<file path="config.mk">
export PLATFORM = sky130hd
export DESIGN_NAME = mlp_feature_sequencer
export DESIGN_NICKNAME = d
export VERILOG_FILES = /design/src/rtl/mlp_seq_pkg.sv /design/src/rtl/mlp_settle_timer.sv /design/src/rtl/mlp_feature_sequencer.sv
export SDC_FILE = /design/constraint.sdc
export NUM_CORES = 1
export LEC_CHECK = 0
export CAP_MARGIN = 10
export CORE_UTILIZATION = 48
export CTS_CLUSTER_DIAMETER = 60
export CTS_CLUSTER_SIZE = 28
export DETAILED_ROUTE_END_ITERATION = 10
export HOLD_SLACK_MARGIN = 0.15
export PLACE_DENSITY = 0.8
export SLEW_MARGIN = 20
export SYNTH_ARGS = -nofsm -noshare
export SYNTH_HDL_FRONTEND = slang
export SYNTH_SLANG_ARGS = --single-unit
</file>
<file path="constraint.sdc">
create_clock -name clk -period 4 [get_ports clk]
set_input_delay 0.8 -clock clk [delete_from_list [all_inputs] [get_ports clk]]
set_output_delay 0.8 -clock clk [all_outputs]
set_load 0.02 [all_outputs]
</file>
<file path="src/rtl/mlp_seq_pkg.sv">
// Shared types and constants for the MLP feature sequencer.
package mlp_seq_pkg;

  localparam int N_FEAT    = 11;
  localparam int FEAT_W    = 4;
  localparam int OUT_W     = 21;
  localparam int IN_W      = N_FEAT * FEAT_W;
  localparam int ERR_CNT_W = 8;
  localparam int IDX_W     = 4;
  localparam int CNT_W     = 8;

  // Index of the feature that must carry s_last.
  localparam logic [IDX_W-1:0]     LAST_IDX    = IDX_W'(N_FEAT - 1);
  localparam logic [ERR_CNT_W-1:0] ERR_CNT_MAX = '1;

  typedef enum logic [1:0] {
    COLLECT,
    SETTLE,
    HOLD
  } seq_state_e;

endpackage

</file>
<file path="src/rtl/mlp_settle_timer.sv">
// Loadable down-counter with a zero flag; it times how long the packed vector
// is held before the regressor result is captured.
module mlp_settle_timer
  import mlp_seq_pkg::*;
(
  input  logic             clk,
  input  logic             rst,
  input  logic             load,
  input  logic             en,
  input  logic [CNT_W-1:0] load_val,
  output logic             zero
);

  logic [CNT_W-1:0] cnt_d, cnt_q;

  // Next count: load has priority, otherwise count down and stop at zero.
  always_comb begin
    // NOTE: assign a default first so no path leaves cnt_d unassigned (no latch).
    cnt_d = cnt_q;
    if (load) begin
      cnt_d = load_val;
    end else if (en && (cnt_q != '0)) begin
      cnt_d = cnt_q - CNT_W'(1);
    end
  end

  // Count register.
  always_ff @(posedge clk or posedge rst) begin
    // NOTE: state registers use non-blocking assignments only.
    if (rst) begin
      cnt_q <= '0;
    end else begin
      cnt_q <= cnt_d;
    end
  end

  assign zero = (cnt_q == '0);

endmodule

</file>
<file path="src/rtl/mlp_feature_sequencer.sv">
// Packs 11 four-bit features into the regressor input vector, holds it for a
// programmable settle time, then captures the result onto a valid/ready port.
module mlp_feature_sequencer
  import mlp_seq_pkg::*;
#(
  parameter int SETTLE_CYC = 4  // legal range 1..255
) (
  input  logic                 clk,
  input  logic                 rst,
  input  logic                 s_valid,
  output logic                 s_ready,
  input  logic [FEAT_W-1:0]    s_data,
  input  logic                 s_last,
  output logic [IN_W-1:0]      mlp_inp,
  input  logic [OUT_W-1:0]     mlp_out,
  output logic                 m_valid,
  input  logic                 m_ready,
  output logic [OUT_W-1:0]     m_data,
  output logic                 frame_err,
  output logic [ERR_CNT_W-1:0] err_count
);

  // The counter reaches zero one edge before capture, so load one less.
  localparam logic [CNT_W-1:0] SETTLE_LOAD = CNT_W'(SETTLE_CYC - 1);

  seq_state_e           state_d, state_q;
  logic [IDX_W-1:0]     idx_d, idx_q;
  logic [IN_W-1:0]      mlp_inp_d, mlp_inp_q;
  logic [OUT_W-1:0]     m_data_d, m_data_q;
  logic                 m_valid_d, m_valid_q;
  logic                 frame_err_d, frame_err_q;
  logic [ERR_CNT_W-1:0] err_count_d, err_count_q;

  logic tmr_load, tmr_en, tmr_zero;
  logic beat_acc;

  // Gated with rst so no beat looks acceptable while reset is held.
  assign s_ready  = (state_q == COLLECT) && !rst;
  assign beat_acc = s_valid && s_ready;

  mlp_settle_timer u_settle_timer (
    .clk      (clk),
    .rst      (rst),
    .load     (tmr_load),
    .en       (tmr_en),
    .load_val (SETTLE_LOAD),
    .zero     (tmr_zero)
  );

  // Next-state logic: feature packing, framing checks, settle and handshake.
  always_comb begin
    state_d     = state_q;
    idx_d       = idx_q;
    mlp_inp_d   = mlp_inp_q;
    m_data_d    = m_data_q;
    m_valid_d   = m_valid_q;
    frame_err_d = 1'b0;
    err_count_d = err_count_q;
    tmr_load    = 1'b0;
    tmr_en      = 1'b0;

    case (state_q)
      COLLECT: begin
        if (beat_acc) begin
          // Written even on a framing error; a discarded frame leaves its bits.
          for (int k = 0; k < N_FEAT; k++) begin
            if (idx_q == IDX_W'(k)) begin
              mlp_inp_d[k*FEAT_W +: FEAT_W] = s_data;
            end
          end
          if ((idx_q == LAST_IDX) && s_last) begin
            state_d  = SETTLE;
            idx_d    = '0;
            tmr_load = 1'b1;
          end else if ((idx_q != LAST_IDX) && !s_last) begin
            idx_d = idx_q + IDX_W'(1);
          end else begin
            idx_d       = '0;
            frame_err_d = 1'b1;
            if (err_count_q != ERR_CNT_MAX) begin
              err_count_d = err_count_q + ERR_CNT_W'(1);
            end
          end
        end
      end
      SETTLE: begin
        if (tmr_zero) begin
          m_data_d  = mlp_out;
          m_valid_d = 1'b1;
          state_d   = HOLD;
        end else begin
          tmr_en = 1'b1;
        end
      end
      HOLD: begin
        if (m_valid_q && m_ready) begin
          m_valid_d = 1'b0;
          state_d   = COLLECT;
        end
      end
      default: state_d = COLLECT;
    endcase
  end

  // State, packed vector and registered outputs.
  always_ff @(posedge clk or posedge rst) begin
    if (rst) begin
      state_q     <= COLLECT;
      idx_q       <= '0;
      mlp_inp_q   <= '0;
      m_data_q    <= '0;
      m_valid_q   <= 1'b0;
      frame_err_q <= 1'b0;
      err_count_q <= '0;
    end else begin
      state_q     <= state_d;
      idx_q       <= idx_d;
      mlp_inp_q   <= mlp_inp_d;
      m_data_q    <= m_data_d;
      m_valid_q   <= m_valid_d;
      frame_err_q <= frame_err_d;
      err_count_q <= err_count_d;
    end
  end

  assign mlp_inp   = mlp_inp_q;
  assign m_data    = m_data_q;
  assign m_valid   = m_valid_q;
  assign frame_err = frame_err_q;
  assign err_count = err_count_q;

endmodule

</file>
[After elaboration in Yosys (flattened, before gate mapping)]
Index checks and enable logic that the tools add are counted.
Cells by class
  bitwise gates (word level): 2
  multiplexer cells: 21
  eq/ne operators: 18
  add/subtract/negate cells: 3
  reductions and logical operators: 30
Operators by type and width (number)
  AND reduction 3 bit: 12
  equality test 4 x 3 -> 1 bit (second input constant): 4
  2-to-1 mux 8 bit: 2
  equality test 4 bit (second input constant): 3
  2-to-1 mux 1 bit: 11
  adder 8 x 1 -> 8 bit (second input constant): 1
  equality test 4 x 2 -> 1 bit (second input constant): 2
  zero test 8 bit: 1
  2-to-1 mux 2 bit: 4
  2-to-1 mux 4 bit: 2
  != test 8 bit (second input constant): 1
  nonzero test 8 bit: 1
  subtractor 8 x 1 -> 8 bit (second input constant): 1
  logical AND 1 bit: 6
  != test 2 bit (second input constant): 3
  one-hot mux 2 bit (3 select lines): 1
  AND reduction 5 bit: 1
  adder 4 x 1 -> 4 bit (second input constant): 1
  equality test 4 x 1 -> 1 bit (second input constant): 1
  zero test 4 bit: 1
  != test 4 bit (second input constant): 1
  AND reduction 2 bit: 2
  AND reduction 4 bit: 1
  nonzero test 2 bit: 2
  other kinds (7): 9
Word-level totals
  output and inout bits: 76
  logic and storage cells: 92
  input port bits: 30
  bits in registers: 89

[Longest topological paths before layout]
  word-level depth: 6
  depth in mapped cells: 9
  depth with buffers taken out: 9

[Modules after synthesis]
A second synthesis with hierarchy kept.
Second synthesis, totals
  cells, all modules: 312
  area total of the unflattened synthesis: 3961.3 um^2
Modules (own cells, without submodules)
  mlp_feature_sequencer: instances 1, cells an instance 248, area each 3412.0 um^2
  mlp_settle_timer: instances 1, cells an instance 64, area each 549.3 um^2

[Worst setup path after synthesis]
No wires, ideal clock.
  path kind: input to register
  from: input port rst
  to: register mlp_inp_q[16] (netlist: mlp_inp[16])
  required time: 3875 ps
  data arrival time: 2115 ps
  stages: 6
  buffers on the path: 2
  path slack: 1760 ps
  cells stage by stage: or4b_1 > buf_2 > nor2_2 > and3_1 > buf_2 > mux2_2
Between the ends
  longest elaborated chain between the ends: 4
Ends and longest elaborated chain
  start: declaration: line mlp_feature_sequencer.sv:9  | input logic rst,
  zero test 1 bit (no line)
  logical AND 1 bit: line mlp_feature_sequencer.sv:38  | assign s_ready = (state_q == COLLECT) && !rst;
  logical AND 1 bit: line mlp_feature_sequencer.sv:39  | assign beat_acc = s_valid && s_ready;
  AND reduction 3 bit (no line)
  end signal: assignment: line mlp_feature_sequencer.sv:118  | mlp_inp_q <= mlp_inp_d;
  end: declaration: line mlp_feature_sequencer.sv:28  | logic [IN_W-1:0] mlp_inp_d, mlp_inp_q;
Every way passes these cells.
A chain may end at the register's enable or synchronous reset.

[Worst setup path in the final report]
  from: input port rst
  to: output port s_ready
Between the ends
  longest elaborated chain between the ends: 2
Ends and longest elaborated chain
  zero test 1 bit (no line)
  logical AND 1 bit: line mlp_feature_sequencer.sv:38
  end: declaration: line mlp_feature_sequencer.sv:11  | output logic s_ready,
Every way passes these cells.

==> results.py <==
metrics = {
    "outcome": {
        "outcome": "finished, final reports clean",
    },
    "job": {
        "drv_cap": 0,
    },
    "setup_path": {
        "crit_path_start": "rst",
        "crit_slowest_cell": "clkdlybuf4s50_1",
        "cp_common_cell": "clkdlybuf4s50_1",
        "crit_arrival_ns": 2.07,
        "cp.required_ns": 3.20,
        "critical_path_class": "in2out",
        "crit_buf_inv": 2,
        "critPathTopFamily": "buffers and inverters",
        "startpoint_type": "primary input",
        "r2r_start": "u_settle_timer.cnt_q[0]",
        "end_kind": "primary output",
        "cp_max_fo": 4,
        "slowest_delay_ns": 0.63,
        "path_cells": "clkdlybuf4s50_1 > nor3_1 > clkdlybuf4s50_1",
    },
    "sta": {
        "finalSetupTns_ns": 0,
        "setup_viol": 0,
        "fmax_mhz": 348,
        "fin_worst_skew_ns": 0.0111,
        "max_slew.worst_pin.slew_ns": 0.959,
        "min_period_over_period_pct": 71.8,
        "hold_viol": 0,
        "slew_viol_final": 0,
        "period_minus_slack_ns": 2.87,
        "slew_headroom_pct": 35.9,
        "rsz0062_at_grt": "false",
    },
    "synthesis": {
        "async_flop_share_pct": 100,
        "avgSynthCellArea_sq_um": 13.4,
        "syn-instance-count": 281,
        "synth-edff-count": 0,
        "syn-num-nets": 320,
        "ys_ff_latch": 89,
        "netlist_area_sq_mm": 0.00375,
        "synth-seq-area-share_pct": 59.3,
        "ys_types": 38,
        "ys_warn_count": 0,
        "synth_ff_type": "dfrtp_1",
    },
    "global_route": {
        "grt_pass1_wl_um": 13200,
        "antenna_found_initial": 0,
        "grt_pass1_vias": 2619,
        "grt_max_degree": 54,
        "grt_usage_pct": 20.5,
        "grt_overflow": 0,
    },
    "power": {
        "switchingPower_uw": 894,
        "p_int_uw": 1880,
        "max-vdd-ir-drop_mv": 0.426,
        "swShare_pct": 32.2,
        "clockPowerShare_pct": 22.4,
        "p_comb_share_pct": 33.1,
        "total_power_uw": 2770,
        "power_frac_seq_pct": 44.5,
        "leakagePower_uw": 0.00226,
        "power.density_mw_per_mm2": 543,
    },
    "clocking": {
        "clkSinkCount": 89,
        "postCtsSetupRepairBufs": 0,
        "clockBufferDepth": 2,
        "clkLatencyLatePin_ns": 0.36,
        "cts-resized-gates": 0,
        "clockRootBuffer": "clkbuf_8",
        "numCtsBuffers": 9,
        "hold_buffers": 0,
        "cts_tree": "done",
        "h-tree-depth": 3,
        "path_clk_slew_ns": 0.09,
    },
    "finish": {
        "antenna_cells": 0,
        "final_cells": 491,
        "fin_util_pct": 68.9,
        "syn_to_final_growth_pct": 35.9,
        "num-nets-final": 426,
        "drive_gt1_share_pct": 23.0,
    },
    "placed_design": {
        "placed_cells": 475,
        "gp_congestion": 0.794,
        "port_buffers": 105,
        "hpwl_um": 5480,
    },
    "die": {
        "die_area_sq_mm": 0.00818,
        "num_io_pins": 106,
        "core_area_sq_mm": 0.00741,
        "start_util_pct": 50.7,
        "num_rows": 31,
        "die_h_um": 90.4,
        "die_w_um": 90.4,
    },
    "detailed_routing": {
        "via_per_inst": 5.21,
        "dr.first_iter.drc_count": 68,
        "vias": 2559,
        "postRouteAntennaNets": 0,
        "drc": 0,
        "first_pass_iters": 4,
        "wirelength_um": 7630,
        "routedWlPerCell_um": 15.5,
    },
    "min_path": {
        "worstHoldStart": "u_settle_timer.cnt_q[7]",
        "hold_class": "reg2reg",
    },
}
[power by group through the flow]
stage	sequential (uW)	combinational [uW]	clock [uW]
after CTS	1230	929	637
final	1230	919	621
after global routing	1270	977	676
after floorplan	1450	249	0
after detailed placement	1250	925	0
after global placement	1240	901	0
[final cells by class]
| cell class | instances | area, sq um |
|---|---|---|
| clock inverter | 7 | 77.6 |
| tap | 99 | 124 |
| timing repair buffer | 107 | 1080 |
| multi-input combinational | 171 | 1440 |
| fill | 534 | 2310 |
| inverter | 9 | 35.0 |
| sequential | 89 | 2230 |
| clock buffer | 9 | 124 |
[state kept, by name (all words and copies together), names as in the netlist]
name,flops
frame_err,1
idx_q,4
u_settle_timer.cnt_q,8
m_valid,1
err_count,8
state_q,2
m_data,21
mlp_inp,44
[cells in the final DEF, fill, tap and decap left out, types with 2 or more instances in the layout]
master / count
inv_6: 2
xor2_1: 4
and2_1: 2
o31ai_1: 2
ha_1: 9
clkinv_2: 2
nand2_1: 27
mux2i_1: 2
dfrtp_1: 89
nand4_1: 2
and3_1: 6
xnor2_1: 6
inv_1: 8
o211ai_1: 4
nor2_1: 6
nor2b_1: 3
o21ai_0: 4
clkbuf_8: 9
mux2_2: 65
nor3_1: 3
a21oi_1: 2
clkdlybuf4s50_1: 105
clkinv_4: 2
nand3_1: 7
[metrics by stage]
step	setup slack [ns]	cell area (sq um)	hold slack, ns
after detailed placement	1.08	4900	0.470
after floorplan	0.893	3750	0.440
after global placement	1.11	4900	0.459
after CTS	1.12	5100	0.482
after global routing	1.03	5100	0.510
final	1.13	5100	0.479
[logic make-up (layout without fill, tap and decap cells)]
logic type,Yosys count,count (layout),synth area share (%)
buffers and inverters,21,132,2.57
xor gates and xnor gates,10,10,2.33
and+or+nand+nor,69,69,9.77
DFF,89,89,59.3
AOI/OAI and AO/OA,16,16,2.97
muxes,67,67,20.0
adders and majority gates,9,9,3.00
[final timing paths]
check	slack, ns	cells past startpoint	to
setup / recovery	1.13	3	s_ready
hold reg to reg	0.48	1	u_settle_timer.cnt_q[7]
setup reg to reg	1.52	6	m_data[20]
hold / removal	0.48	1	u_settle_timer.cnt_q[7]
min in group asynchronous	0.92	2	m_data[15]
max in group asynchronous	2.39	3	u_settle_timer.cnt_q[4]
[metal layers]
layer	track usage, %	share of wire [%]	up-vias
li1	-	-	1191
met1	27.2	44	1256
met2	32.1	47	101
met3	6.82	7.8	11
met4	6.05	1.1	0
met5	0	0	-
[cells in the mapped netlist (2+ instances only)]
cell	count	area [sq um]
dfrtp_1	89	2230
xnor2_1	6	52.6
and3_1	6	37.5
nand3_1	7	35.0
and2_1	2	12.5
nor2_1	6	22.5
nor2b_1	3	18.8
clkbuf_1	4	15.0
mux2_2	65	732
nand4_1	2	12.5
buf_4	3	22.5
buf_2	5	25.0
inv_1	9	33.8
ha_1	9	113
nor4b_1	2	17.5
mux2i_1	2	20.0
a21oi_1	2	10.0
o211ai_1	4	30.0
xor2_1	4	35.0
o21ai_0	4	20.0
o31ai_1	2	15.0
nor3_1	3	15.0
nand2_1	27	101
(Power assumes the default switching activity.)
